==> src/rtl/signal_tagger_pkg.sv <==
// Shared definitions for signal_event_tagger: event type codes, FSM state
// encoding and the layout of the event word {type, delta, ts}.
package signal_tagger_pkg;

    localparam logic [1:0] TYPE_CH1   = 2'b01;
    localparam logic [1:0] TYPE_CH2   = 2'b10;
    localparam logic [1:0] TYPE_COINC = 2'b11;

    localparam int TYPE_W  = 2;
    localparam int DELTA_W = 6;
    localparam int HDR_W   = TYPE_W + DELTA_W;
    localparam int TS_LSB  = 0;

    typedef enum logic [1:0] {
        IDLE  = 2'd0,
        WAIT1 = 2'd1,
        WAIT2 = 2'd2
    } tagger_state_t;

    // Field offsets depend on the timestamp width chosen by the instantiating module.
    function automatic int delta_lsb(input int ts_w);
        return ts_w;
    endfunction

    function automatic int type_lsb(input int ts_w);
        return ts_w + DELTA_W;
    endfunction

endpackage

==> src/rtl/tagger_fifo.sv <==
// First-word fall-through FIFO for event words: the head word is visible on
// rd_data whenever empty is low. A push while full is dropped unless a pop happens in the same cycle.
module tagger_fifo #(
    parameter int WIDTH = 32,
    parameter int DEPTH = 16
) (
    input  logic                     clk,
    input  logic                     rst,
    input  logic                     push,
    input  logic [WIDTH-1:0]         wr_data,
    input  logic                     pop,
    output logic [WIDTH-1:0]         rd_data,
    output logic                     empty,
    output logic                     full,
    output logic                     drop,
    output logic [$clog2(DEPTH):0]   count
);
    localparam int AW = $clog2(DEPTH);

    logic [WIDTH-1:0] mem [DEPTH];
    logic [AW-1:0]    wr_ptr;
    logic [AW-1:0]    rd_ptr;
    logic             do_push;
    logic             do_pop;

    assign empty   = (count == '0);
    assign full    = (count == (AW+1)'(DEPTH));
    assign do_pop  = pop & ~empty;
    assign do_push = push & (~full | do_pop);
    assign drop    = push & full & ~do_pop;
    assign rd_data = empty ? '0 : mem[rd_ptr];

    always_ff @(posedge clk) begin
        if (do_push) begin
            mem[wr_ptr] <= wr_data;
        end
    end

    always_ff @(posedge clk or posedge rst) begin
        if (rst) begin
            wr_ptr <= '0;
            rd_ptr <= '0;
            count  <= '0;
        end else begin
            if (do_push) begin
                wr_ptr <= wr_ptr + AW'(1);
            end
            if (do_pop) begin
                rd_ptr <= rd_ptr + AW'(1);
            end
            case ({do_push, do_pop})
                2'b10:   count <= count + (AW+1)'(1);
                2'b01:   count <= count - (AW+1)'(1);
                default: count <= count;
            endcase
        end
    end

endmodule

==> src/rtl/signal_event_tagger.sv <==
// Timestamps rising edges on two signal lines, pairs them into coincidences
// within COINC_WINDOW cycles, and queues event words in a FWFT FIFO.
// Optional per-channel deadtime is enabled by defining SIGNAL_TAGGER_DEADTIME_EN.
module signal_event_tagger
    import signal_tagger_pkg::*;
#(
    parameter int TS_WIDTH     = 24,
    parameter int COINC_WINDOW = 8,
    parameter int FIFO_DEPTH   = 16,
    parameter int DEADTIME     = 16
) (
    input  logic                            CLK,
    input  logic                            RST,
    input  logic                            SIGNAL_LINE_1,
    input  logic                            SIGNAL_LINE_2,
    input  logic                            enable,
    input  logic                            rd_en,
    output logic                            evt_valid,
    output logic [TS_WIDTH+7:0]             evt_data,
    output logic [$clog2(FIFO_DEPTH):0]     fifo_count,
    output logic [15:0]                     overflow_count
);
    localparam int                 EVT_W     = TS_WIDTH + HDR_W;
    localparam int                 DT_W      = $clog2(DEADTIME + 2);
    localparam int                 DELTA_LSB = delta_lsb(TS_WIDTH);
    localparam int                 TYPE_LSB  = type_lsb(TS_WIDTH);
    localparam logic [DELTA_W-1:0] WINDOW    = DELTA_W'(COINC_WINDOW);

    tagger_state_t       state;
    tagger_state_t       state_n;
    logic [TS_WIDTH-1:0] ts_q;
    logic [TS_WIDTH-1:0] ts_lat;
    logic [TS_WIDTH-1:0] ts_lat_n;
    logic [DELTA_W-1:0]  win_cnt;
    logic [DELTA_W-1:0]  win_cnt_n;
    logic [DELTA_W-1:0]  delta;
    logic                prev1;
    logic                prev2;
    logic                edge1;
    logic                edge2;
    logic [DT_W-1:0]     dt1_cnt;
    logic [DT_W-1:0]     dt2_cnt;
    logic                own_edge;
    logic                other_edge;
    logic [TYPE_W-1:0]   own_type;
    logic                push;
    logic [TYPE_W-1:0]   push_type;
    logic [DELTA_W-1:0]  push_delta;
    logic [TS_WIDTH-1:0] push_ts;
    logic [EVT_W-1:0]    push_word;
    logic                fifo_empty;
    logic                fifo_full;
    logic                fifo_drop;

    assign edge1 = SIGNAL_LINE_1 & ~prev1 & enable & (dt1_cnt == '0);
    assign edge2 = SIGNAL_LINE_2 & ~prev2 & enable & (dt2_cnt == '0);

    always_ff @(posedge CLK or posedge RST) begin
        if (RST) begin
            prev1 <= 1'b0;
            prev2 <= 1'b0;
            ts_q  <= '0;
        end else begin
            prev1 <= SIGNAL_LINE_1;
            prev2 <= SIGNAL_LINE_2;
            ts_q  <= enable ? ts_q + TS_WIDTH'(1) : '0;
        end
    end

`ifdef SIGNAL_TAGGER_DEADTIME_EN
    // Counter loads on an accepted edge; the channel is blind until it drains to zero.
    always_ff @(posedge CLK or posedge RST) begin
        if (RST) begin
            dt1_cnt <= '0;
            dt2_cnt <= '0;
        end else begin
            if (edge1) begin
                dt1_cnt <= DT_W'(DEADTIME);
            end else if (dt1_cnt != '0) begin
                dt1_cnt <= dt1_cnt - DT_W'(1);
            end
            if (edge2) begin
                dt2_cnt <= DT_W'(DEADTIME);
            end else if (dt2_cnt != '0) begin
                dt2_cnt <= dt2_cnt - DT_W'(1);
            end
        end
    end
`else
    assign dt1_cnt = '0;
    assign dt2_cnt = '0;
`endif

    always_ff @(posedge CLK or posedge RST) begin
        if (RST) begin
            state   <= IDLE;
            ts_lat  <= '0;
            win_cnt <= '0;
        end else begin
            state   <= state_n;
            ts_lat  <= ts_lat_n;
            win_cnt <= win_cnt_n;
        end
    end

    // WAIT1 and WAIT2 share one branch: "own" is the channel that opened the window.
    always_comb begin
        state_n    = state;
        ts_lat_n   = ts_lat;
        win_cnt_n  = win_cnt;
        delta      = win_cnt + DELTA_W'(1);
        push       = 1'b0;
        push_type  = TYPE_COINC;
        push_delta = '0;
        push_ts    = ts_lat;
        own_edge   = edge1;
        other_edge = edge2;
        own_type   = TYPE_CH1;
        if (state == WAIT2) begin
            own_edge   = edge2;
            other_edge = edge1;
            own_type   = TYPE_CH2;
        end

        if (!enable) begin
            state_n = IDLE;
        end else begin
            case (state)
                IDLE: begin
                    if (edge1 && edge2) begin
                        push      = 1'b1;
                        push_type = TYPE_COINC;
                        push_ts   = ts_q;
                    end else if (edge1 || edge2) begin
                        ts_lat_n  = ts_q;
                        win_cnt_n = '0;
                        state_n   = edge1 ? WAIT1 : WAIT2;
                    end
                end
                WAIT1, WAIT2: begin
                    if (other_edge) begin
                        push       = 1'b1;
                        push_type  = TYPE_COINC;
                        push_delta = delta;
                        if (own_edge) begin
                            ts_lat_n  = ts_q;
                            win_cnt_n = '0;
                        end else begin
                            state_n = IDLE;
                        end
                    end else if (own_edge) begin
                        push      = 1'b1;
                        push_type = own_type;
                        ts_lat_n  = ts_q;
                        win_cnt_n = '0;
                    end else if (delta == WINDOW) begin
                        push      = 1'b1;
                        push_type = own_type;
                        state_n   = IDLE;
                    end else begin
                        win_cnt_n = delta;
                    end
                end
                default: state_n = IDLE;
            endcase
        end
    end

    always_comb begin
        push_word                            = '0;
        push_word[TS_LSB +: TS_WIDTH]        = push_ts;
        push_word[DELTA_LSB +: DELTA_W]      = push_delta;
        push_word[TYPE_LSB +: TYPE_W]        = push_type;
    end

    tagger_fifo #(
        .WIDTH (EVT_W),
        .DEPTH (FIFO_DEPTH)
    ) u_fifo (
        .clk     (CLK),
        .rst     (RST),
        .push    (push),
        .wr_data (push_word),
        .pop     (rd_en),
        .rd_data (evt_data),
        .empty   (fifo_empty),
        .full    (fifo_full),
        .drop    (fifo_drop),
        .count   (fifo_count)
    );

    assign evt_valid = ~fifo_empty;

    always_ff @(posedge CLK or posedge RST) begin
        if (RST) begin
            overflow_count <= '0;
        end else if (fifo_drop && fifo_full && overflow_count != 16'hFFFF) begin
            overflow_count <= overflow_count + 16'd1;
        end
    end

endmodule

==> config.mk <==
export PLATFORM = sky130hd
export DESIGN_NAME = signal_event_tagger
export DESIGN_NICKNAME = d
export VERILOG_FILES = /design/src/rtl/signal_tagger_pkg.sv /design/src/rtl/tagger_fifo.sv /design/src/rtl/signal_event_tagger.sv
export SDC_FILE = /design/constraint.sdc
export NUM_CORES = 1
export LEC_CHECK = 0
export CELL_PAD_IN_SITES_DETAIL_PLACEMENT = 1
export CELL_PAD_IN_SITES_GLOBAL_PLACEMENT = 1
export CORE_MARGIN = 1.5
export CORE_UTILIZATION = 47
export CTS_CLUSTER_DIAMETER = 80
export DETAILED_ROUTE_END_ITERATION = 7
export PLACE_DENSITY_LB_ADDON = 0.1
export SLEW_MARGIN = 20
export SYNTH_ARGS = -nofsm -noshare
export SYNTH_HDL_FRONTEND = slang
export SYNTH_HIERARCHICAL = 1
export SYNTH_SLANG_ARGS = --single-unit
==> constraint.sdc <==
create_clock -name CLK -period 9.05 [get_ports CLK]
set_input_delay 2.715 -clock CLK [delete_from_list [all_inputs] [get_ports CLK]]
set_output_delay 2.715 -clock CLK [all_outputs]
set_load 0.05 [all_outputs]
* Word-level counts from Yosys, hierarchy flattened
Memory sizes are Yosys's and may differ from the RTL's.
Cells that the tools add are included.
** Storage, ports and cells
- Flip-flop bits (word level) :: 87
- Bits in latches :: 0
- Memory bits (writable) :: 512
- Memory bits (read-only) :: 0
- Bits of input ports :: 6
- Output and inout port bits :: 54
- Logic and storage cells :: 105
- Memories kept :: 1
** Cells by class
- $add $sub $neg :: 7
- Multipliers :: 0
- Divide/modulo/power cells :: 0
- Magnitude comparators :: 0
- Equal/unequal tests :: 16
- Shift-type cells :: 0
- Mux-type cells :: 45
- Bitwise operators :: 14
- Reductions and logical operators :: 12
** Memory list
- u_fifo.mem :: depth 16, bits a word 32, rd ports 1, clocked after Yosys merged registers in 0, wr ports 1, RTL line tagger_fifo.sv:20 : logic [WIDTH-1:0] mem [DEPTH];
** Operators by type and width (number)
- 24-bit 2-to-1 mux :: 7
- 6-bit 2-to-1 mux :: 9
- 24-bit one-hot mux with 2 select lines :: 1
- 32-bit 2-to-1 mux :: 1
- 2-bit 2-to-1 mux :: 14
- 24-bit by 1-bit adder with 24-bit output (second input constant) :: 1
- 16-bit by 1-bit adder with 16-bit output (second input constant) :: 1
- 16-bit != test (second input constant) :: 1
- 3-bit != test (second input constant) :: 5
- 6-bit one-hot mux with 2 select lines :: 1
- 5-bit one-hot mux with 2 select lines :: 1
- 1-bit 2-to-1 mux :: 9
- 4-bit by 1-bit adder with 4-bit output (second input constant) :: 2
- 1-bit AND :: 8
- 6-bit by 1-bit adder with 6-bit output (second input constant) :: 1
- 6-bit by 4-bit == test with 1-bit output (second input constant) :: 1
- 2-bit != test (second input constant) :: 3
- 6-bit AND reduction :: 1
- 5-bit by 1-bit adder with 5-bit output (second input constant) :: 1
- 5-bit == test (second input constant) :: 1
- 5-bit zero test :: 1
- 1-bit inverter :: 5
- 5-bit AND reduction :: 1
- 5-bit by 1-bit subtractor with 5-bit output (second input constant) :: 1
- other kinds (12) :: 17

* Logic depth before layout (Yosys ltp)
- Depth after elaboration :: 12
- Mapped depth :: 15
- Mapped depth without buffers :: 14

* Cells and area by module
The synthesis kept the hierarchy.
** Modules (own cells, without submodules)
- tagger_fifo :: times used 1, cells each 920, area an instance 20220.6 µm²
- signal_event_tagger :: times used 1, cells each 352, area an instance 3998.8 µm²

* Worst setup path after synthesis
OpenSTA, ideal clock, no wires.
- Path type :: input to register
- From :: input port SIGNAL_LINE_1
- To :: memory u_fifo.mem[3][0], enable pin
- Library setup time :: 0.461 ns
- Data arrival time :: 6.941 ns
- Required time :: 8.589 ns
- Slack :: 1.648 ns
- Stages :: 9
- Path through :: or2b_2 > clkbuf_8 > nor3_4 > buf_4 > inv_1 > a21oi_1 > a21boi_1 > nand2_1 > nor3_1
** On the way
- Longest elaborated chain between the ends :: 10
- Elaborated cells between the ends (all ways) :: 13
- Classes of those cells :: 9 x mux; 3 x bitwise; 1 x reduce/logical
** RTL lines
- start: declaration :: RTL line signal_event_tagger.sv:14 : input logic SIGNAL_LINE_1,
- 1-bit AND * (2 in a row) :: RTL line signal_event_tagger.sv:55 : assign edge1 = SIGNAL_LINE_1 & ~prev1 & enable & (dt1_cnt == '0);
- 1-bit 2-to-1 mux :: RTL line signal_event_tagger.sv:119 : if (state == WAIT2) begin
- 1-bit 2-to-1 mux :: RTL line signal_event_tagger.sv:151 : end else if (own_edge) begin
- 1-bit 2-to-1 mux :: RTL line signal_event_tagger.sv:141 : if (other_edge) begin
- 1-bit one-hot mux with 2 select lines * :: RTL line signal_event_tagger.sv:128 : case (state)
- 1-bit 2-to-1 mux * :: RTL line signal_event_tagger.sv:125 : if (!enable) begin
- net push :: RTL line signal_event_tagger.sv:46 : logic push;
- 1-bit AND * :: RTL line tagger_fifo.sv:29 : assign do_push = push & (~full | do_pop);
- 1-bit 2-to-1 mux * :: RTL line tagger_fifo.sv:34 : if (do_push) begin
- 1-bit 2-to-1 mux (not written as such) * :: RTL line tagger_fifo.sv:35 : mem[wr_ptr] <= wr_data;
- end: declaration :: RTL line tagger_fifo.sv:20
The timed path passes the listed nets; every way through them passes the cells marked *.

* Worst setup path after layout
- From :: register u_fifo.count[1]
- To :: output port evt_data[3]
** On the way
- Longest elaborated chain between the ends :: 2
** RTL lines
- start: declaration :: RTL line tagger_fifo.sv:16 : output logic [$clog2(DEPTH):0] count
- start signal: assignment :: RTL line tagger_fifo.sv:52 : 2'b10: count <= count + (AW+1)'(1);
- start signal: assignment :: RTL line tagger_fifo.sv:53 : 2'b01: count <= count - (AW+1)'(1);
- start signal: assignment :: RTL line tagger_fifo.sv:54 : default: count <= count;
- 5-bit zero test :: RTL line tagger_fifo.sv:26 : assign empty = (count == '0);
- 32-bit 2-to-1 mux :: RTL line tagger_fifo.sv:31 : assign rd_data = empty ? '0 : mem[rd_ptr];
- end: declaration :: RTL line signal_event_tagger.sv:19 : output logic [TS_WIDTH+7:0] evt_data,
Every way passes these cells.

==> impl_metrics.prom <==
# TYPE chip_impl_metric gauge
chip_impl_metric{name="fin_util",unit="%"} 54.8
chip_impl_metric{name="clk_latency",unit="ns"} 0.63
chip_impl_info{name="cp-start-kind",value="flop"} 1
chip_impl_metric{name="number_of_buffers_inserted_by_post_cts_setup_repair",unit=""} 0
chip_impl_metric{name="period_needed",unit="ns"} 7.46
chip_impl_metric{name="final-setup-viol-count",unit=""} 0
chip_impl_metric{name="path_clk_slew",unit="ns"} 0.06
chip_impl_metric{name="max_cap_viol_count",unit=""} 0
chip_impl_metric{name="report.final.hold_viol_count",unit=""} 0
chip_impl_metric{name="maxSlewViolCount",unit=""} 0
chip_impl_metric{name="vdd_ir_drop_max",unit="uV"} 255
chip_impl_info{name="ys_top_cells_by_count",value="edfxtp_1, mux4_2, dfrtp_1"} 1
chip_impl_metric{name="avgViaCountPerCell",unit=""} 5.83
chip_impl_metric{name="first_global_vias",unit=""} 13300
chip_impl_metric{name="final_min_period_over_clock_period",unit="%"} 82.4
chip_impl_metric{name="globalRouteOverflowTotal",unit=""} 0
chip_impl_info{name="cts_tree",value="done"} 1
chip_impl_metric{name="antenna_violations_before_repair",unit=""} 0
chip_impl_metric{name="wire_per_inst",unit="um"} 27.3
chip_impl_metric{name="clk_path_buf_depth",unit=""} 3
chip_impl_metric{name="cts_htree_levels",unit=""} 2
chip_impl_metric{name="layoutNonFillerInstCount",unit=""} 2098
chip_impl_info{name="crit_path_capture_type",value="output pin"} 1
chip_impl_metric{name="worst_ep_required_time",unit="ns"} 6.34
chip_impl_metric{name="netlist_instances",unit=""} 1272
chip_impl_info{name="post-synth-top-count-cell",value="edfxtp_1"} 1
chip_impl_metric{name="worstMarginPinSlew",unit="ns"} 1.15
chip_impl_metric{name="die_h",unit="um"} 230
chip_impl_metric{name="grt_start_max_net_pins",unit=""} 75
chip_impl_metric{name="leak",unit="nW"} 9.72
chip_impl_metric{name="detailedPlacementHpwl",unit="um"} 34500
chip_impl_metric{name="post_cts.resized_instances",unit=""} 0
chip_impl_metric{name="cp_data_arrival_time",unit="ns"} 4.74
chip_impl_metric{name="cts_sinks",unit=""} 599
chip_impl_metric{name="reg2reg_depth",unit=""} 11
chip_impl_metric{name="synth_sequential_area_ratio",unit="%"} 72.5
chip_impl_metric{name="num-fill-cells",unit=""} 4585
chip_impl_metric{name="ys_ff_latch",unit=""} 599
chip_impl_metric{name="yosys_warnings",unit=""} 6
chip_impl_metric{name="ratio_of_total_power_to_cell_area",unit="nW/um^2"} 295
chip_impl_metric{name="start_util",unit="%"} 47.4
chip_impl_metric{name="final_layout_size_suffix_gt1_share",unit="%"} 24.4
chip_impl_metric{name="cts_buffers",unit=""} 61
chip_impl_metric{name="synth_area_per_cell",unit="um^2"} 19.0
chip_impl_metric{name="timing.max_slew.rel_slack",unit="%"} 23.4
chip_impl_metric{name="first_pass_drt_iterations",unit=""} 5
chip_impl_metric{name="layout-area-overhead-vs-synth",unit="%"} 15.5
chip_impl_metric{name="multi_input_area",unit="um^2"} 6420
chip_impl_metric{name="drt_drc_violations_left",unit=""} 0
chip_impl_info{name="ys.flop_type",value="edfxtp_1"} 1
chip_impl_metric{name="design.final.nets",unit=""} 1384
chip_impl_metric{name="grt_first_pass_wirelength",unit="um"} 87400
chip_impl_metric{name="detailroute.via_count",unit=""} 12200
chip_impl_metric{name="postSynthNetCount",unit=""} 1291
chip_impl_metric{name="routed_wirelength",unit="um"} 57400
chip_impl_metric{name="clock-skew-final",unit="ns"} 0.0242
chip_impl_metric{name="cts_hold_repair.buffers",unit=""} 0
chip_impl_metric{name="cp_max_fanout",unit=""} 35
chip_impl_metric{name="number_of_top_level_design_ports",unit=""} 60
chip_impl_metric{name="core",unit="um^2"} 51100
chip_impl_info{name="cts_root_buf",value="clkbuf_16"} 1
chip_impl_metric{name="number_of_enable_type_register_cells_in_the_synthesized_netlist",unit=""} 512
chip_impl_metric{name="regArea",unit="um^2"} 17600
chip_impl_metric{name="drt_first_iter_violations",unit=""} 765
chip_impl_info{name="worstSetupPathType",value="reg -> out"} 1
chip_impl_metric{name="post_synth_num_cell_types",unit=""} 69
chip_impl_info{name="rsz0062_at_grt",value="no"} 1
chip_impl_metric{name="placementRows",unit=""} 83
chip_impl_metric{name="design.die.area",unit="um^2"} 52900
chip_impl_metric{name="syn-cell-area",unit="um^2"} 24200
chip_impl_metric{name="port_buffers",unit=""} 59
chip_impl_info{name="run_status",value="completed"} 1
chip_impl_metric{name="synth_top_area_share",unit="%"} 63.5
chip_impl_metric{name="hold_depth",unit=""} 1
chip_impl_metric{name="finalWeightedCongestion",unit=""} 0.733
chip_impl_info{name="class_of_the_most_critical_hold_timing_path",value="reg -> reg"} 1
chip_impl_metric{name="ys_async_sr_fraction",unit="%"} 14.5
chip_impl_metric{name="setup_tns",unit="ns"} 0
chip_impl_info{name="post-synth-top-area-cell",value="edfxtp_1"} 1
chip_impl_metric{name="max_freq",unit="MHz"} 134
chip_impl_metric{name="die_x_extent",unit="um"} 230
chip_impl_metric{name="number_of_nets_still_failing_antenna_checks_after_routing",unit=""} 0
chip_impl_info{name="synthTopCellsByArea",value="edfxtp_1, mux4_2, dfrtp_1"} 1
chip_impl_metric{name="cell_count_after_placement",unit=""} 1982
chip_impl_metric{name="grt.total_usage",unit="%"} 22.4
[metrics by stage]
stage	instance area (um^2)	setup WS (ns)	power, mW	hold WS (ns)
6_report	28000	1.59	8.25	0.504
5_1_grt	28000	1.36	8.55	0.524
4_1_cts	28000	1.51	8.35	0.507
3_5_place_dp	25800	1.59	5.67	0.491
3_3_place_gp	25700	1.68	5.66	0.485
2_1_floorplan	24200	1.65	4.92	0.475
[cell usage in the layout, fill, tap and decap left out, drive strengths merged, types with 4 or more instances in the layout]
cell type | synthesis | routed
nand2b | 11 | 11
mux2i | 36 | 36
nor2 | 52 | 52
nand3 | 50 | 50
and4 | 8 | 8
nand4 | 10 | 10
mux4 | 128 | 128
ha | 13 | 13
dfrtp | 87 | 87
nand2 | 65 | 65
xor2 | 23 | 23
mux2 | 52 | 52
bufinv | 0 | 12
xnor2 | 23 | 23
a21oi | 12 | 12
nor3 | 10 | 10
clkinv | 1 | 27
o211ai | 32 | 32
a21boi | 5 | 5
clkdlybuf4s50 | 0 | 59
o21ai | 11 | 11
nor2b | 4 | 4
and3 | 6 | 6
clkbuf | 22 | 75
buf | 39 | 32
inv | 17 | 17
edfxtp | 512 | 512
[cells by family after synthesis]
kind of cell               count (synthesis)  synth area share, %
DFF                                      599                 72.5
and+or+nand+nor                          234                 4.85
muxes                                    216                 16.1
AOI/OAI and AO/OA                         85                 2.63
buffers and inverters                     79                 1.60
xor gates and xnor gates                  46                 1.66
adders and majority gates                 13                0.672
[path summary, 6_finish.rpt]
check | from | to | slack, ns
max reg2reg | state[0] | u_fifo/mem[0][14] | 4.40
min | ts_lat[21] | ts_lat[21] | 0.50
min in group asynchronous | RST | u_fifo/count[0] | 2.53
max in group asynchronous | RST | ts_lat[8] | 5.66
min reg2reg | ts_lat[21] | ts_lat[21] | 0.50
max | u_fifo/count[1] | evt_data[3] | 1.59
[layer usage]
metal	vias up	part of all wire, %	GRT usage, %
met5	-	0	0
met4	0	2.2	5.54
met3	75	4.3	3.41
met2	263	49	36.1
met1	6612	45	32.3
li1	5282	-	-
[layout make-up]
cell class | instances | share of cell area [%]
diodes | 1 | 0.00895
clock buffers | 75 | 5.79
clock inverters | 40 | 1.85
inverters | 18 | 0.246
multi-input cells | 594 | 23.0
flip-flops and latches | 599 | 62.8
well taps | 680 | 3.04
repair buffers | 91 | 3.31
[sequential cells by signal (all words and copies together) (netlist names)]
name,flops
u_fifo/mem,512
ts_lat,24
ts_q,24
overflow_count,16
win_cnt,6
u_fifo/count,5
u_fifo/rd_ptr,4
u_fifo/wr_ptr,4
state,2
prev1,1
prev2,1
[power breakdown]
part | total, mW | switching [mW] | internal (mW)
Sequential | 3.28 | 0.243 | 3.04
Clock | 2.66 | 1.05 | 1.61
Combinational | 2.30 | 1.34 | 0.966
Total | 8.25 | 2.63 | 5.62
[critical path, stage by stage, from the launching register on]
cell	delay (ns)
dfrtp_1	0.49
nor4_4	0.62
nand2_2	0.77
nand2_2	1.05
o211ai_1	0.38
clkdlybuf4s50_1	0.80
(Power assumes the default switching activity.)
